==> config.mk <==
export PLATFORM = sky130hd
export DESIGN_NAME = byte_transmitter
export DESIGN_NICKNAME = d
export VERILOG_FILES = /design/src/rtl/byte_transmitter_pkg.sv /design/src/rtl/byte_transmitter.sv
export SDC_FILE = /design/constraint.sdc
export NUM_CORES = 1
export LEC_CHECK = 0
export CORE_MARGIN = 2
export CORE_UTILIZATION = 58
export CTS_BUF_LIST = sky130_fd_sc_hd__clkbuf_4 sky130_fd_sc_hd__clkbuf_8
export CTS_CLUSTER_SIZE = 10
export DETAILED_ROUTE_END_ITERATION = 10
export PLACE_DENSITY = 0.87
export RECOVER_POWER = 25
export SLEW_MARGIN = 20
export SYNTH_ARGS = -nofsm -noshare
export SYNTH_HDL_FRONTEND = slang
export SYNTH_SLANG_ARGS = --single-unit
export TNS_END_PERCENT = 10
==> constraint.sdc <==
create_clock -name clk -period 4.2 [get_ports clk]
set_input_delay 0.84 -clock clk [delete_from_list [all_inputs] [get_ports clk]]
set_output_delay 0.84 -clock clk [all_outputs]
set_load 0.03 [all_outputs]
==> src/rtl/byte_transmitter_pkg.sv <==
// Shared encodings and sizing for the I2C slave byte transmitter.
package byte_transmitter_pkg;

  typedef enum logic [1:0] {
    IDLE  = 2'd0,
    HOLD  = 2'd1,
    DRIVE = 2'd2,
    ACK   = 2'd3
  } state_t;

  localparam int BIT_CNT_W  = 3;
  localparam int HOLD_MAX   = 15;
  localparam int HOLD_CNT_W = $clog2(HOLD_MAX + 1);

endpackage

==> src/rtl/byte_transmitter.sv <==
// I2C slave-side byte transmitter: shifts a byte MSB first onto open-drain SDA, HOLD_CYCLES after each SCL fall, then samples ACK.
// Optional NACK counter output enabled by defining I2C_TX_NACK_COUNT_EN.
module byte_transmitter
  import byte_transmitter_pkg::*;
#(
  parameter int HOLD_CYCLES = 1
) (
  input  logic       clk,
  input  logic       reset,
  input  logic       load,
  input  logic [7:0] tx_data,
  input  logic       abort,
  input  logic       scl_rise,
  input  logic       scl_fall,
  input  logic       sda_in,
  output logic       sda_drive_low,
  output logic       busy,
  output logic       done,
`ifdef I2C_TX_NACK_COUNT_EN
  output logic       nack,
  output logic [7:0] nack_count
`else
  output logic       nack
`endif
);

  localparam logic [HOLD_CNT_W-1:0] HOLD_LD = HOLD_CNT_W'(HOLD_CYCLES);

  state_t                 state;
  state_t                 state_nxt;
  logic [7:0]             shreg;
  logic [BIT_CNT_W-1:0]   bitcnt;
  logic [HOLD_CNT_W-1:0]  holdcnt;
  logic                   hold_last;
  logic                   rise_ok;
  logic                   ack_taken;

  assign hold_last = (holdcnt == HOLD_CNT_W'(1));
  // A coincident fall means the rise belongs to a glitch; only a clean rise counts.
  assign rise_ok   = scl_rise & ~scl_fall;
  assign ack_taken = (state == ACK) & rise_ok & ~abort;

  always_ff @(posedge clk) begin
    if (reset) state <= IDLE;
    else       state <= state_nxt;
  end

  always_comb begin
    state_nxt = state;
    if (abort) begin
      state_nxt = IDLE;
    end else begin
      case (state)
        IDLE:    if (load) state_nxt = HOLD;
        HOLD:    if (hold_last) state_nxt = DRIVE;
        DRIVE:   if (scl_fall) state_nxt = (bitcnt != '0) ? HOLD : ACK;
        ACK:     if (rise_ok) state_nxt = IDLE;
        default: state_nxt = IDLE;
      endcase
    end
  end

  always_comb begin
    busy = (state != IDLE);
  end

  always_ff @(posedge clk) begin
    if (reset) begin
      sda_drive_low <= 1'b0;
      done          <= 1'b0;
      nack          <= 1'b0;
      shreg         <= '0;
      bitcnt        <= '0;
      holdcnt       <= '0;
    end else begin
      done <= 1'b0;
      if (abort) begin
        sda_drive_low <= 1'b0;
      end else begin
        case (state)
          IDLE: begin
            sda_drive_low <= 1'b0;
            if (load) begin
              shreg   <= tx_data;
              bitcnt  <= '1;
              holdcnt <= HOLD_LD;
            end
          end
          HOLD: begin
            holdcnt <= holdcnt - 1'b1;
            if (hold_last) sda_drive_low <= ~shreg[7];
          end
          DRIVE: begin
            if (scl_fall) begin
              holdcnt <= HOLD_LD;
              if (bitcnt != '0) begin
                bitcnt <= bitcnt - 1'b1;
                shreg  <= {shreg[6:0], 1'b0};
              end
            end
          end
          ACK: begin
            // Keep the last bit held for HOLD_CYCLES after the final fall, then release for the master's ACK.
            if (holdcnt != '0) begin
              holdcnt <= holdcnt - 1'b1;
              if (hold_last) sda_drive_low <= 1'b0;
            end
            if (rise_ok) begin
              nack          <= sda_in;
              done          <= 1'b1;
              sda_drive_low <= 1'b0;
            end
          end
          default: sda_drive_low <= 1'b0;
        endcase
      end
    end
  end

`ifdef I2C_TX_NACK_COUNT_EN
  always_ff @(posedge clk) begin
    if (reset)                                        nack_count <= '0;
    else if (ack_taken && sda_in && nack_count != '1) nack_count <= nack_count + 1'b1;
  end
`endif

endmodule
Word-level counts from Yosys, hierarchy flattened
Cells that the tools add are included.
Widths: inputs -> output; s select.
{"block": "word_totals", "register_bits": 20, "out_inout_bits": 4, "inputBits": 15, "word_cells": 63}
{"block": "op_classes", "n_eq_ne": 12, "addsub": 2, "bitwise_logic": 5, "n_mux": 24, "n_reduce_logical": 13}
{"operator": "$mux 8", "n": 3}
{"operator": "$pmux 4 s4", "n": 1}
{"operator": "$pmux 8 s2", "n": 1}
{"operator": "$mux 4", "n": 3}
{"operator": "$reduce_and 4->1", "n": 3}
{"operator": "$mux 2", "n": 5}
{"operator": "$ne 2x2->1 const B", "n": 5}
{"operator": "$mux 3", "n": 3}
{"operator": "$pmux 2 s4", "n": 1}
{"operator": "$pmux 3 s2", "n": 1}
{"operator": "$reduce_bool 3->1", "n": 2}
{"operator": "$mux 1", "n": 5}
{"operator": "$reduce_and 5->1", "n": 1}
{"operator": "$eq 2x2->1 const B", "n": 2}
{"operator": "$eq 4x1->1 const B", "n": 1}
{"operator": "$not 1->1", "n": 4}
{"operator": "$reduce_bool 2->1", "n": 2}
{"operator": "$reduce_bool 4->1", "n": 1}
{"operator": "$sub 4x1->4 const B", "n": 1}
{"operator": "$ne 3x2->1 const B", "n": 1}
{"operator": "$ne 3x3->1 const B", "n": 1}
{"operator": "$pmux 1 s3", "n": 1}
{"operator": "$reduce_and 3->1", "n": 1}
{"operator": "$reduce_or 3->1", "n": 1}
{"operator": "6 further kinds", "n": 6}

Logic depth before layout (Yosys ltp)
Gate-level depths: netlist (run 1).
{"block": "logic_depth", "word_depth": 5, "ltp_mapped": 6, "ltp_nobuf": 6}

Worst setup path after synthesis (run 1)
OpenSTA, ideal clock, no wires.
{"block": "synth_timing", "path_kind": "input to register", "startpoint": "in load", "endpoint": "reg holdcnt[1]", "arrival_time_ns": 1.746, "n_path_buf": 0, "slack_ns": 2.367, "cell_stages": 4, "setup_ns": 0.087, "required_time_ns": 4.113, "cell_sequence": "nand2b_2 > a221oi_4 > or4b_1 > o31ai_1"}
{"block": "synth_via", "elab_chain_cells": 2}
{"element": "start, declared", "line": "byte_transmitter.sv:10", "source": "input logic load,"}
{"element": "$ne 2x2->1 (no source line)"}
{"element": "$reduce_and 4->1 (no source line)"}
{"element": "end signal, assigned", "line": "byte_transmitter.sv:90", "source": "holdcnt <= holdcnt - 1'b1;"}
{"element": "end signal, assigned", "line": "byte_transmitter.sv:105", "source": "holdcnt <= holdcnt - 1'b1;"}
{"element": "end, declared", "line": "byte_transmitter.sv:33", "source": "logic [HOLD_CNT_W-1:0] holdcnt;"}
No other way between the ends.
A chain may end at the register's enable or synchronous reset.

Final worst setup path (run 1)
{"block": "layout_timing", "startpoint": "reg state[0]", "endpoint": "out busy"}
{"block": "layout_via", "elab_chain_cells": 1}
{"element": "start, declared", "line": "byte_transmitter.sv:29", "source": "state_t state;"}
{"element": "start signal, assigned", "line": "byte_transmitter.sv:45", "source": "else state <= state_nxt;"}
{"element": "$reduce_bool 2->1", "line": "byte_transmitter.sv:64", "source": "busy = (state != IDLE);"}
{"element": "end, declared", "line": "byte_transmitter.sv:17", "source": "output logic busy,"}
No other way between the ends.

==> results of run 1 <==
logic make-up after synthesis:
| logic type | after synthesis | share of synthesized area |
|---|---|---|
| AOI/OAI and AO/OA | 40 | 0.269 |
| and+or+nand+nor | 35 | 0.200 |
| DFF | 20 | 0.353 |
| buffers and inverters | 13 | 0.0529 |
| muxes | 8 | 0.0706 |
| adders and majority gates | 5 | 0.0551 |
power by group:
part	internal (mW)	switching [mW]	leakage, nW	total (mW)
registers	0.201	0.0100	0.164	0.211
clock network	0.0529	0.0597	0.0210	0.113
logic	0.0402	0.0442	0.318	0.0844
total	0.294	0.114	0.502	0.408
flip-flops by register name, summed over array words and instances, names as in the netlist:
register	flops
bitcnt	3
done	1
holdcnt	4
nack	1
sda_drive_low	1
shreg	8
state	2
final timing paths:
kind                            from                      end  slack (ps)  cells past startpoint
max            state[0]$_SDFFE_PP0P_                     busy        1600                      2
min            shreg[0]$_SDFFE_PP0P_    shreg[0]$_SDFFE_PP0P_         490                      2
max reg2reg  holdcnt[0]$_SDFFE_PP0P_  holdcnt[1]$_SDFFE_PP0P_        2110                      6
min reg2reg    shreg[0]$_SDFFE_PP0P_    shreg[0]$_SDFFE_PP0P_         490                      2
layout by cell type, fill, tap and decap left out, drive strengths merged, types with 2 or more instances in the layout:
| cell type | instances |
|---|---|
| a211oi | 7 |
| a21oi | 7 |
| a221oi | 2 |
| a31oi | 7 |
| clkbuf | 4 |
| clkdlybuf4s50 | 15 |
| dfxtp | 20 |
| dlygate4sd3 | 3 |
| ha | 5 |
| inv | 5 |
| mux2i | 8 |
| nand2 | 6 |
| nand2b | 3 |
| nor2 | 5 |
| nor2b | 3 |
| nor3 | 3 |
| nor4b | 3 |
| o211ai | 3 |
| o21a | 2 |
| o21ai | 3 |
| or2 | 2 |
| or2b | 2 |
worst reg2reg max path, delay by kind of cell (launching register included):
family	cells	cell delay, ps
AO/OA/AOI/OAI	2	580
adder cells (fa/ha/maj)	1	240
buffers and inverters	1	90
flip-flops	1	380
AND/OR/NAND/NOR	2	710
layer usage:
metal  track usage  up-vias  part of all wire  wire length [um]
li1              -      489                 -                 -
met1         0.299      486              0.46              1130
met2         0.416       28              0.49              1190
met3        0.0333        4             0.038                94
met4         0.103        0             0.015                36
met5             0        -                 0                 0
layout make-up:
class | instances | share of cell area
multi-input cells | 88 | 0.495
repair buffers | 18 | 0.136
well taps | 25 | 0.0236
flip-flops and latches | 20 | 0.302
inverters | 6 | 0.0170
clock buffers | 4 | 0.0273
==> results.py, run 1 <==
metrics = {
    "power_and_ir_drop": {
        "ir_worst_vdd_uv": 246,
        "powerDensity_nw_per_um2": 307,
        "p_leak_nw": 0.502,
        "total_power_uw": 408,
    },
    "place": {
        "dpl_worst_slack_ps": 1630,
        "place_congestion": 0.786,
        "hpwl_um": 1730,
        "numPortBuffers": 18,
        "dp_cells": 157,
        "dpl-instance-area_sq_um": 1310,
    },
    "timing": {
        "report.final.slew_viol_count": 0,
        "setup_violations": 0,
        "fin_worst_skew_ps": 12.8,
        "fin_crit_sh": 0.620,
        "maxSlewHeadroom": 0.532,
        "clock.fmax_ghz": 0.384,
        "fin_tns_setup_ps": 0,
        "fin_ws_ps": 1600,
        "hold_viol": 0,
        "layout_min_cycle_time_ps": 2600,
        "worst_pin_slew_ps": 699,
        "rsz0062_at_grt": "false",
        "hold_slack_ps": 488,
    },
    "synth": {
        "yosysSeqAreaShare": 0.353,
        "synth-seq-cells": 20,
        "yosysUniqueCellTypes": 46,
        "synth.most_common_cell": "dfxtp_1",
        "syn_avg_cell_area_sq_um": 9.38,
        "syn_inst": 121,
        "synth.largest_area_cell": "dfxtp_1",
        "yosys-top-cells-count": "dfxtp_1 (20), mux2i_1 (8), a211oi_1 (7), a31oi_1 (7)",
        "synth_ff_type": "dfxtp_1",
        "synth_top_cell_area_share": 0.353,
        "yosys-top-cells-area": "dfxtp_1 (35%), mux2i_1 (7.1%), ha_1 (5.5%)",
        "yosysWarnings": 0,
        "synth_edf_count": 0,
        "synthesis.nets": 141,
        "async_flop_share": 0,
        "syn_area_sq_um": 1130,
    },
    "min_path": {
        "hp-class": "register to register",
    },
    "job": {
        "drv_cap": 0,
    },
    "route": {
        "postRouteAntennaNets": 0,
        "drc": 0,
        "first_pass_iters": 4,
        "vias": 1007,
        "totalWireLength_um": 2450,
        "routedWlPerCell_um": 15.2,
        "drt_iter0_drc": 21,
        "via_per_inst": 6.25,
    },
    "floorplanning": {
        "rows": 15,
        "chipWidth_um": 48.2,
        "die_h_um": 48.2,
        "ios": 19,
        "dieArea_sq_um": 2330,
        "initial_core_util": 0.636,
        "core_sq_um": 1780,
    },
    "clock_tree": {
        "cts-htree-levels": 1,
        "ctsRootBufferMaster": "clkbuf_4",
        "cts_setup_buffers": 0,
        "clkTransAtPathRegs_ps": 120,
        "cts_tree": "yes",
        "cts.path.max_buffers": 2,
        "clock_latency_ps": 300,
        "cts_buffers": 3,
        "cts.sinks": 20,
        "postCtsHoldBufs": 0,
        "cts_resized": 0,
    },
    "grt": {
        "gr-usage-all-layers": 0.242,
        "grt_pass1_wl_um": 3940,
        "grt_max_degree": 21,
        "antenna_found_initial": 0,
        "grt.overflow.total": 0,
        "grt_pass1_vias": 917,
    },
    "setup_path": {
        "worstPathArrival_ps": 1760,
        "start_kind": "register",
        "cp-end-kind": "output pin",
        "worst-path-max-fanout": 14,
        "crit_chain": "or2_2, clkdlybuf4s50_1",
        "path_buf_inv": 1,
        "crit_slowest_cell": "clkdlybuf4s50_1",
        "path_delay_family": "buffers and inverters",
        "path_class": "register to output pin",
        "crit_path_max_incr_delay_ps": 650,
        "cp.required_ps": 3360,
    },
    "layout": {
        "area_growth_pct": 17.0,
        "layout.nets": 157,
        "final_area_sq_um": 1330,
        "diodes": 0,
        "fill_cells": 137,
        "layout-drive-gt1-share": 0.0956,
        "multiInputGateArea_sq_um": 657,
        "regArea_sq_um": 400,
        "utilization": 0.745,
        "fin_cells": 161,
    },
    "run_status": {
        "status": "finished, final reports clean",
    },
}
Note: power is estimated with default switching activity, not from simulation.
==> run 2, diff against run 1 <==
CORE_UTILIZATION = 54   (was 58)
PLACE_DENSITY = 0.82   (was 0.87)
clock period = 2.72 ns   (was 4.2 ns; I/O delays follow)
==> run 2 against run 1 <==
Net effect:
- cell count up 1.9%
- design area grew 1.7%
- wire length fell by 0.69%
- worst setup slack lost 1200 ps
- die area is 6.8% higher
- worst hold slack better by 11 ps
- first-iteration DRC count is 24% lower
- largest cell class unchanged
==> results.py, run 2 (same netlist as run 1, synthesis figures left out) <==
metrics = {
    "setup_path": {
        "rrSetupSlack_ps": 590,
        "cp-end-kind": "output pin",
        "path_class": "register to output pin",
        "worst_r2r_startpoint": "holdcnt[0]$_SDFFE_PP0P_",
        "worstPathArrival_ps": 1750,
        "reg2reg_to": "holdcnt[1]$_SDFFE_PP0P_",
        "startpoint": "state[0]$_SDFFE_PP0P_",
        "cp.required_ps": 2180,
        "crit_path_max_incr_delay_ps": 650,
        "crit_chain": "or2_2, clkdlybuf4s50_1",
        "critical_path.endpoint": "busy",
        "ff2ff_path_depth": 6,
        "worst-path-max-fanout": 14,
        "start_kind": "register",
        "crit_slowest_cell": "clkdlybuf4s50_1",
    },
    "place": {
        "place_congestion": 0.763,
        "hpwl_um": 1750,
        "dpl_worst_slack_ps": 453,
        "numPortBuffers": 18,
    },
    "layout": {
        "largest_register": "shreg",
        "layout-drive-gt1-share": 0.0949,
        "final_common_cell": "dfxtp_1",
        "largest_register_ffs": 8,
        "utilization": 0.681,
        "area_growth_pct": 19.0,
        "layout.nets": 158,
        "layout_common_cells": "dfxtp_1 (20), clkdlybuf4s50_1 (16), mux2i_1 (8)",
        "layout_top_registers": "shreg (8), holdcnt (4), bitcnt (3)",
        "diodes": 0,
    },
    "power_and_ir_drop": {
        "p_leak_nw": 0.513,
        "total_power_uw": 706,
        "ir_worst_vdd_uv": 435,
        "powerDensity_nw_per_um2": 523,
    },
    "floorplanning": {
        "ios": 19,
        "die_h_um": 49.8,
        "initial_core_util": 0.573,
        "rows": 16,
        "chipWidth_um": 49.8,
        "core_sq_um": 1980,
        "dieArea_sq_um": 2480,
    },
    "route": {
        "drc": 0,
        "drt_iter0_drc": 16,
        "postRouteAntennaNets": 0,
        "routedWlPerCell_um": 14.8,
        "via_per_inst": 5.92,
        "first_pass_iters": 5,
        "vias": 971,
        "totalWireLength_um": 2430,
    },
    "timing": {
        "fin_tns_setup_ps": 0,
        "maxSlewHeadroom": 0.605,
        "setup_violations": 0,
        "fin_ws_ps": 425,
        "rsz0062_at_grt": "false",
        "clock.fmax_ghz": 0.436,
        "worst_pin_slew_ps": 592,
        "report.final.slew_viol_count": 0,
        "fin_worst_skew_ps": 6.72,
        "hold_viol": 0,
        "fin_crit_sh": 0.844,
        "layout_min_cycle_time_ps": 2300,
    },
    "grt": {
        "grt_max_degree": 21,
        "gr-usage-all-layers": 0.213,
        "grt.overflow.total": 0,
        "grt_pass1_vias": 921,
        "grt_pass1_wl_um": 4100,
        "antenna_found_initial": 0,
    },
    "job": {
        "drv_cap": 0,
    },
    "clock_tree": {
        "cts_tree": "yes",
        "cts.sinks": 20,
        "clkTransAtPathRegs_ps": 130,
        "cts_setup_buffers": 0,
        "clock_latency_ps": 310,
        "cts.path.max_buffers": 2,
        "cts_buffers": 3,
        "postCtsHoldBufs": 0,
        "ctsRootBufferMaster": "clkbuf_4",
        "cts_resized": 0,
        "cts-htree-levels": 1,
    },
    "min_path": {
        "hold_start": "shreg[0]$_SDFFE_PP0P_",
        "hp-class": "register to register",
    },
    "run_status": {
        "status": "finished, final reports clean",
    },
}
## run 2: how the worst min path moves through the flow
stage	cells after the start	endpoint	slack [ps]
after global placement	2	shreg[0]$_SDFFE_PP0P_	460
after detailed placement	2	shreg[0]$_SDFFE_PP0P_	480
after CTS	2	shreg[0]$_SDFFE_PP0P_	500
after global routing	2	nack$_SDFFE_PP0P_	530
after floorplan	2	shreg[0]$_SDFFE_PP0P_	450
final	2	shreg[0]$_SDFFE_PP0P_	500
## run 2: power by group
group / total [mW] / switching, mW / leakage [nW] / internal [mW]
clock network: 0.252 / 0.103 / 0.0279 / 0.149
registers: 0.325 / 0.0149 / 0.164 / 0.310
logic: 0.129 / 0.0665 / 0.321 / 0.0627
total: 0.706 / 0.185 / 0.513 / 0.522
## run 2: worst max-delay path: cells and delay by family, from the launching register on
family	cells	cell delay (ps)
buffers and inverters	1	650
flip-flops	1	600
AND/OR/NAND/NOR	1	190
## run 2: stage by stage
step	cell area (sq um)	cells	hold WS, ps
final	1350	164	499
after global routing	1350	164	535
after CTS	1370	164	500
after detailed placement	1320	160	480
after global placement	1320	160	459
after floorplan	1130	121	448
## run 2: layout make-up
cell class	count	area, sq um
multi-input cells	88	653
fillers	159	632
flip-flops and latches	20	400
repair buffers	19	188
well taps	27	33.8
clock inverters	1	30.0
clock buffers	3	22.5
inverters	6	22.5
## run 2: routing by layer
layer	GRT usage	share of wire	vias up
met4	0.0741	0.0041	0
met1	0.261	0.47	455
met5	0	0	-
li1	-	-	495
met3	0.0364	0.035	2
met2	0.371	0.49	19
